$ cat src/rtl/sr_flag_arbiter_pkg.sv
// Shared constants for the SR flag arbiter: FSM state encoding and command opcodes.
package sr_flag_arbiter_pkg;

  localparam logic [1:0] ST_IDLE    = 2'd0;
  localparam logic [1:0] ST_ISSUE   = 2'd1;
  localparam logic [1:0] ST_RELEASE = 2'd2;

  localparam logic OP_SET = 1'b1;
  localparam logic OP_CLR = 1'b0;

endpackage

$ cat src/rtl/sr_flag_arbiter_bank.sv
// Bank of NFLAG SR status flops with synchronous active-low clear.
module sr_flag_bank
  import sr_flag_arbiter_pkg::*;
#(
  parameter int NFLAG = 8
) (
  input  logic             clk,
  input  logic             rst,
  input  logic [NFLAG-1:0] s,
  input  logic [NFLAG-1:0] r,
  output logic [NFLAG-1:0] q
);

  logic [NFLAG-1:0] r_q;

  // SR update; the arbiter never raises s and r on the same flop together
  always_ff @(posedge clk) begin
    if (!rst) begin
      r_q <= '0;
    end else begin
      r_q <= (r_q | s) & ~r;
    end
  end

  assign q = r_q;

endmodule

$ cat src/rtl/sr_flag_arbiter.sv
// Round-robin arbiter serialising set/clear commands from NREQ requesters onto an SR flag bank.
module sr_flag_arbiter
  import sr_flag_arbiter_pkg::*;
#(
  parameter int NREQ  = 4,
  parameter int NFLAG = 8,
  parameter int IDXW  = 3
) (
  input  logic                 clk,
  input  logic                 rst,
  input  logic [NREQ-1:0]      req,
  input  logic [NREQ-1:0]      op,
  input  logic [NREQ*IDXW-1:0] idx,
  output logic [NREQ-1:0]      ack,
  output logic                 err,
  output logic                 busy,
  output logic [NFLAG-1:0]     flags
);

  localparam int              GW         = $clog2(NREQ);
  localparam logic [GW-1:0]   LAST_REQ   = GW'(NREQ - 1);
  localparam logic [IDXW:0]   FLAG_LIMIT = (IDXW + 1)'(NFLAG);

  logic [1:0]       r_state;
  logic [GW-1:0]    r_ptr;
  logic [GW-1:0]    r_g;
  logic             r_op;
  logic [IDXW-1:0]  r_idx;
  logic [NREQ-1:0]  r_ack;
  logic             r_err;
  logic             r_busy;

  logic             w_found;
  logic [GW-1:0]    w_win;
  logic [GW-1:0]    w_scan;
  logic             w_in_range;
  logic [NFLAG-1:0] w_s;
  logic [NFLAG-1:0] w_r;

  // Round-robin pick: first active requester scanning upward from r_ptr
  always_comb begin
    w_found = 1'b0;
    w_win   = '0;
    w_scan  = '0;
    for (int i = 0; i < NREQ; i++) begin
      w_scan  = GW'((int'(r_ptr) + i) % NREQ);
      w_win   = (!w_found && req[w_scan]) ? w_scan : w_win;
      w_found = w_found | req[w_scan];
    end
  end

  assign w_in_range = ({1'b0, r_idx} < FLAG_LIMIT);

  // One-hot s/r strobe, only during ISSUE and only for an in-range index
  always_comb begin
    w_s = '0;
    w_r = '0;
    if ((r_state == ST_ISSUE) && w_in_range) begin
      if (r_op == OP_SET) begin
        w_s[r_idx] = 1'b1;
      end else begin
        w_r[r_idx] = 1'b1;
      end
    end else begin
      w_s = '0;
      w_r = '0;
    end
  end

  // FSM, grant latch, pointer and registered handshake outputs
  always_ff @(posedge clk) begin
    if (!rst) begin
      r_state <= ST_IDLE;
      r_ptr   <= '0;
      r_g     <= '0;
      r_op    <= OP_CLR;
      r_idx   <= '0;
      r_ack   <= '0;
      r_err   <= 1'b0;
      r_busy  <= 1'b0;
    end else begin
      case (r_state)
        ST_IDLE: begin
          r_ack <= '0;
          r_err <= 1'b0;
          if (w_found) begin
            r_state <= ST_ISSUE;
            r_g     <= w_win;
            r_op    <= op[w_win];
            r_idx   <= idx[int'(w_win)*IDXW +: IDXW];
            r_busy  <= 1'b1;
          end else begin
            r_state <= ST_IDLE;
            r_busy  <= 1'b0;
          end
        end
        ST_ISSUE: begin
          r_state <= ST_RELEASE;
          r_ack   <= NREQ'(1) << r_g;
          r_err   <= ~w_in_range;
          r_busy  <= 1'b1;
        end
        ST_RELEASE: begin
          r_state <= ST_IDLE;
          r_ack   <= '0;
          r_err   <= 1'b0;
          r_busy  <= 1'b0;
          r_ptr   <= (r_g == LAST_REQ) ? GW'(0) : r_g + GW'(1);
        end
        default: begin
          r_state <= ST_IDLE;
          r_ack   <= '0;
          r_err   <= 1'b0;
          r_busy  <= 1'b0;
        end
      endcase
    end
  end

  sr_flag_bank #(.NFLAG(NFLAG)) u_bank (
    .clk (clk),
    .rst (rst),
    .s   (w_s),
    .r   (w_r),
    .q   (flags)
  );

  assign ack  = r_ack;
  assign err  = r_err;
  assign busy = r_busy;

endmodule

$ cat config.mk
export PLATFORM = sky130hd
export DESIGN_NAME = sr_flag_arbiter
export DESIGN_NICKNAME = d
export VERILOG_FILES = /design/src/rtl/sr_flag_arbiter_pkg.sv /design/src/rtl/sr_flag_arbiter_bank.sv /design/src/rtl/sr_flag_arbiter.sv
export SDC_FILE = /design/constraint.sdc
export NUM_CORES = 1
export LEC_CHECK = 0
export BUFFER_PORTS_ARGS = -buffer_cell sky130_fd_sc_hd__buf_2
export CORE_MARGIN = 2
export CORE_UTILIZATION = 30
export DETAILED_ROUTE_END_ITERATION = 12
export PLACE_DENSITY_LB_ADDON = 0.15
export SETUP_SLACK_MARGIN = 0.3
export SYNTH_ARGS = -nofsm -noshare
export SYNTH_HDL_FRONTEND = slang
export SYNTH_SLANG_ARGS = --single-unit
$ cat constraint.sdc
create_clock -name clk -period 2.2 [get_ports clk]
set_input_delay 0.22 -clock clk [delete_from_list [all_inputs] [get_ports clk]]
set_output_delay 0.22 -clock clk [all_outputs]
set_load 0.05 [all_outputs]
After elaboration in Yosys (flattened, before gate mapping)
Cells that the tools add are included.
{"block": "totals", "reg_bits": 23, "word_cells": 66, "output_inout_bits": 14}
{"block": "classes", "n_shift": 2, "n_mul": 1, "addsub": 4, "bitwise_logic": 6, "eq_ne": 3, "mux": 25, "order_cmp": 7, "reduce_logical": 10}
{"op": "$mux 8", "n": 4}
{"op": "$lt 2x3->1 const B", "n": 5}
{"op": "$shiftx 12x5->3", "n": 1}
{"op": "$bmux 1 s2", "n": 5}
{"op": "$mux 2", "n": 5}
{"op": "$and 8x8->8", "n": 1}
{"op": "$mux 1", "n": 8}
{"op": "$not 8->8", "n": 1}
{"op": "$or 8x8->8", "n": 1}
{"op": "$add 2x1->2 const B", "n": 2}
{"op": "$add 2x2->2 const B", "n": 2}
{"op": "$eq 2x2->1 const B", "n": 2}
{"op": "$logic_and 1x1->1", "n": 4}
{"op": "$lt 3x4->1 const B", "n": 1}
{"op": "$mul 2x2->4 const B", "n": 1}
{"op": "$pmux 2 s2", "n": 1}
{"op": "$reduce_and 2->1", "n": 2}
{"op": "$shl 1x2->4 const A", "n": 1}
{"op": "$demux 1 s3", "n": 1}
{"op": "$ge 3x1->1 const B", "n": 1}
{"op": "$logic_not 1->1", "n": 3}
{"op": "$or 1x1->1", "n": 3}
{"op": "$eq 2x1->1 const B", "n": 1}
{"op": "$logic_not 2->1", "n": 1}
{"op": "$pmux 1 s2", "n": 1}

Longest topological paths before layout
{"block": "logic_depth", "word_depth": 10, "mapped_depth": 7, "depth_no_buf": 7}

Cells and area by module
From an unflattened synthesis, not the netlist that was laid out.
{"block": "unflattened", "cells_unflattened": 127, "hier_area_um2": 1128.6}
{"mod": "sr_flag_arbiter", "instances": 1, "seq_area_each_um2": 300.3, "cells_per_inst": 103, "area_per_inst_um2": 838.3}
{"mod": "sr_flag_bank", "instances": 1, "seq_area_each_um2": 160.2, "cells_per_inst": 24, "area_per_inst_um2": 290.3}

Least setup slack after synthesis
OpenSTA, ideal clock, no wires.
{"block": "synth_path", "path_kind": "flip-flop to flip-flop", "start": "reg r_ptr[1]", "end": "reg r_idx[2]", "stages_incl_launch_ff": 7, "path_slack_ns": 0.674, "required_ns": 2.072, "setup_ns": 0.128, "arrival_ns": 1.398, "path_buffers": 1, "path_cell_list": "dfxtp_1 buf_6 mux2i_4 nor2_2 nor3_4 mux2i_1 o221ai_2"}
{"block": "synth_via", "elab_chain_len": 10, "word_cells_on_any_way": 27}
{"item": "from (decl)", "line": "sr_flag_arbiter.sv:25", "source": "logic [GW-1:0] r_ptr;"}
{"item": "from (signal assigned)", "line": "sr_flag_arbiter.sv:108", "source": "r_ptr <= (r_g == LAST_REQ) ? GW'(0) : r_g + GW'(1);"}
{"item": "$add 2x1->2", "line": "sr_flag_arbiter.sv:46", "source": "w_scan = GW'((int'(r_ptr) + i) % NREQ);"}
{"item": "$bmux 1 s2", "line": "sr_flag_arbiter.sv:47, sr_flag_arbiter.sv:48"}
{"item": "$mux 1 (implied by the code)", "line": "sr_flag_arbiter.sv:47, sr_flag_arbiter.sv:48"}
{"item": "$or 1x1->1", "line": "sr_flag_arbiter.sv:48", "source": "w_found = w_found | req[w_scan];"}
{"item": "$logic_not 1->1 / $or 1x1->1 (equally long branches)", "line": "sr_flag_arbiter.sv:47, sr_flag_arbiter.sv:48"}
{"item": "$logic_and 1x1->1 / $logic_not 1->1 (equally long branches)", "line": "sr_flag_arbiter.sv:47", "source": "w_win = (!w_found && req[w_scan]) ? w_scan : w_win;"}
{"item": "$mux 2 / $logic_and 1x1->1 (equally long branches)", "line": "sr_flag_arbiter.sv:47"}
{"item": "$mux 2", "line": "sr_flag_arbiter.sv:47"}
{"item": "$mul 2x2->4", "line": "sr_flag_arbiter.sv:90", "source": "r_idx <= idx[int'(w_win)*IDXW +: IDXW];"}
{"item": "$shiftx 12x5->3", "line": "sr_flag_arbiter.sv:90"}
{"item": "to (signal assigned)", "line": "sr_flag_arbiter.sv:90"}
{"item": "to (decl)", "line": "sr_flag_arbiter.sv:28", "source": "logic [IDXW-1:0] r_idx;"}
Several ways; a longest one is shown, not always the timed one. The select of a mux whose other input is x is not followed.
A chain may end at the register's enable or synchronous reset.

Worst setup path in the final report
{"block": "layout_path", "start": "reg r_ptr[1]", "end": "reg r_op"}
{"block": "layout_via", "elab_chain_len": 10, "word_cells_on_any_way": 27}
{"item": "$add 2x1->2", "line": "sr_flag_arbiter.sv:46"}
{"item": "$bmux 1 s2", "line": "sr_flag_arbiter.sv:47, sr_flag_arbiter.sv:48"}
{"item": "$mux 1 (implied by the code)", "line": "sr_flag_arbiter.sv:47, sr_flag_arbiter.sv:48"}
{"item": "$or 1x1->1", "line": "sr_flag_arbiter.sv:48"}
{"item": "$logic_not 1->1 / $or 1x1->1 (equally long branches)", "line": "sr_flag_arbiter.sv:47, sr_flag_arbiter.sv:48"}
{"item": "$logic_and 1x1->1 / $logic_not 1->1 (equally long branches)", "line": "sr_flag_arbiter.sv:47"}
{"item": "$mux 2 / $logic_and 1x1->1 (equally long branches)", "line": "sr_flag_arbiter.sv:47"}
{"item": "$mux 2", "line": "sr_flag_arbiter.sv:47"}
{"item": "$bmux 1 s2", "line": "sr_flag_arbiter.sv:89", "source": "r_op <= op[w_win];"}
{"item": "$mux 1 (implied by the code)", "line": "sr_flag_arbiter.sv:89"}
{"item": "to (signal assigned)", "line": "sr_flag_arbiter.sv:89"}
{"item": "to (decl)", "line": "sr_flag_arbiter.sv:27", "source": "logic r_op;"}
Several ways; a longest one is shown, not always the timed one. The select of a mux whose other input is x is not followed.

==> results.json <==
{
  "clock_latency_ns": 0.26,
  "worstSetupStartpointType": "flip-flop",
  "maxSlewViolCount": 0,
  "die-area_um2": 4460,
  "yosysWarnings": 0,
  "syn-instance-count": 126,
  "die_w_um": 66.8,
  "synth_nets": 149,
  "synth_edf_count": 0,
  "io_pins": 36,
  "yosysSeqAreaShare_pct": 38.9,
  "syn_area_um2": 1180,
  "antenna_found_initial": 0,
  "crit_type": "flip-flop to flip-flop",
  "fillers": 387,
  "clk_path_buf_depth": 2,
  "cts_root_buffer": "clkbuf_8",
  "cts_tree": "yes",
  "tns_ns": 0,
  "ys_seq_elements": 23,
  "final_nets": 183,
  "power.leakage_nw": 0.644,
  "ir_drop_v": 0.000222,
  "routed_wl_um": 2440,
  "htreeDepth": 1,
  "cts_resized": 0,
  "numPortBuffers": 34,
  "rsz0062_at_grt": "false",
  "hold_ws_ns": 0.260,
  "path_clk_slew_ns": 0.08,
  "grt_pass1_wl_um": 4060,
  "drt_iter0_drc": 17,
  "skew_ns": 0.00355,
  "crit_path_end_kind": "flip-flop",
  "clock-sinks": 23,
  "postCtsSetupBuffers": 0,
  "synth_top_area_cell": "dfxtp_1",
  "drive_gt1_share_pct": 32.7,
  "p_per_area_nw_per_um2": 633,
  "avgSynthCellArea_um2": 9.38,
  "rows": 22,
  "num_vias": 974,
  "grtUsageTotal_pct": 11.8,
  "wl_per_cell_um": 11.8,
  "setup_viol": 0,
  "final_common_cell": "buf_2",
  "antenna_cells": 0,
  "area_growth_pct": 20.8,
  "drc_errors": 0,
  "crit_fanout": 7,
  "synth_cell_types": 43,
  "async_flop_share_pct": 0,
  "fp.dieH_um": 66.8,
  "final_cell_mix": "buf_2 (34), dfxtp_1 (23), mux2i_1 (13), nand2_1 (13), nor2b_1 (10)",
  "drt_pass1_iterations": 4,
  "crit_required_ns": 2.35,
  "synth_area_leaders": "dfxtp_1 (39%), mux2i_1 (11%), nor2b_1 (5.3%)",
  "synth_top_area_share_pct": 38.9,
  "cts_buffers": 3,
  "fp.coreArea_um2": 3720,
  "grt_overflow": 0,
  "hp-class": "input pin to flip-flop",
  "timing.fmax_mhz": 570,
  "place.gp.congestion": 0.746,
  "period_share_pct": 79.7,
  "hold_violations": 0,
  "ant_nets": 0,
  "arrival_ns": 1.90,
  "grt_pass1_vias": 916,
  "ys_dominant_reg_cell": "dfxtp_1",
  "vias_per_cell": 4.71,
  "finalCriticalPeriod_ns": 1.75,
  "dpl.hpwl_um": 1930,
  "grt_max_degree": 19,
  "cts_hold_buf": 0,
  "status": "finished, final reports clean",
  "drv_cap": 0,
  "initial_core_util_pct": 31.8
}
==> power by group <==
group          internal (mW)  switching, mW  leakage, nW  total, mW
Sequential             0.439         0.0286        0.187      0.468
Clock                  0.126          0.130       0.0255      0.256
Combinational         0.0737          0.107        0.431      0.181
Total                  0.639          0.266        0.644      0.905
==> critical path, stage by stage (launching register included) <==
cell	delay, ns
dfxtp_1	0.50
mux2i_4	0.29
nor2_2	0.08
nor3_4	0.36
mux2i_1	0.30
o211ai_2	0.11
==> cell families after synthesis <==
kind of cell	Yosys count	share of synthesized area, %
fa+ha+maj	1	1.06
compound gates	21	15.2
mux	14	12.9
other cells	1	0.317
simple gates	57	27.5
flops	23	38.9
buf+inv	9	4.02
==> metrics by stage <==
stage | power [mW] | cell area, µm² | setup WS (ns) | utilization [%] | std cells
6_report | 0.905 | 1430 | 0.446 | 38.5 | 207
5_1_grt | 0.963 | 1430 | 0.301 | 38.5 | 207
4_1_cts | 0.917 | 1430 | 0.402 | 38.5 | 207
3_5_place_dp | 0.661 | 1380 | 0.419 | 37.2 | 203
3_3_place_gp | 0.658 | 1380 | 0.513 | 37.2 | 203
2_1_floorplan | 0.609 | 1180 | 0.674 | - | 126
==> layer usage <==
layer  up-vias  GRT usage [%]  wire [µm]
met2        27           19.0       1060
met3         2           1.52        135
met1       430           16.0       1220
li1        515              -          -
met5         -              0          0
met4         0           4.59         27
==> sequential cells by signal, indices dropped and copies added, names as in the netlist <==
register and flops:
r_state 2, ack 4, r_g 2, r_ptr 2, r_idx 3, busy 1, r_op 1, u_bank.q 8
==> final timing paths <==
| kind | startpoint | endpoint | slack [ns] | cells after the start |
|---|---|---|---|---|
| max | r_ptr[1] | r_op | 0.45 | 5 |
| min | idx[1] | r_idx[1] | 0.26 | 3 |
| max reg2reg | r_ptr[1] | r_op | 0.45 | 5 |
| min reg2reg | u_bank.q[0] | u_bank.q[0] | 0.48 | 2 |
==> cell usage after synthesis, types with 2 or more instances <==
| library cell | count |
|---|---|
| dfxtp_1 | 23 |
| mux2i_1 | 13 |
| nand2_1 | 13 |
| nor2b_1 | 10 |
| nand3_1 | 7 |
| nor2_1 | 5 |
| nand4_1 | 4 |
| a211o_1 | 3 |
| clkbuf_1 | 3 |
| o211ai_2 | 3 |
| o31ai_1 | 3 |
| a21boi_1 | 2 |
| a21oi_1 | 2 |
| inv_1 | 2 |
| nand2b_1 | 2 |
| nand3b_1 | 2 |
| nor3b_1 | 2 |
| or2_2 | 2 |
==> area by class of cell <==
cell class	count	area (µm²)	area share (%)
Tap cell	48	60.1	4.20
Sequential cell	23	460	32.2
Clock inverter	1	5.00	0.350
Timing Repair Buffer	34	170	11.9
Clock buffer	3	41.3	2.89
Multi-Input combinational cell	94	674	47.2
Inverter	4	17.5	1.23
Note: power is estimated with default switching activity, not from simulation.
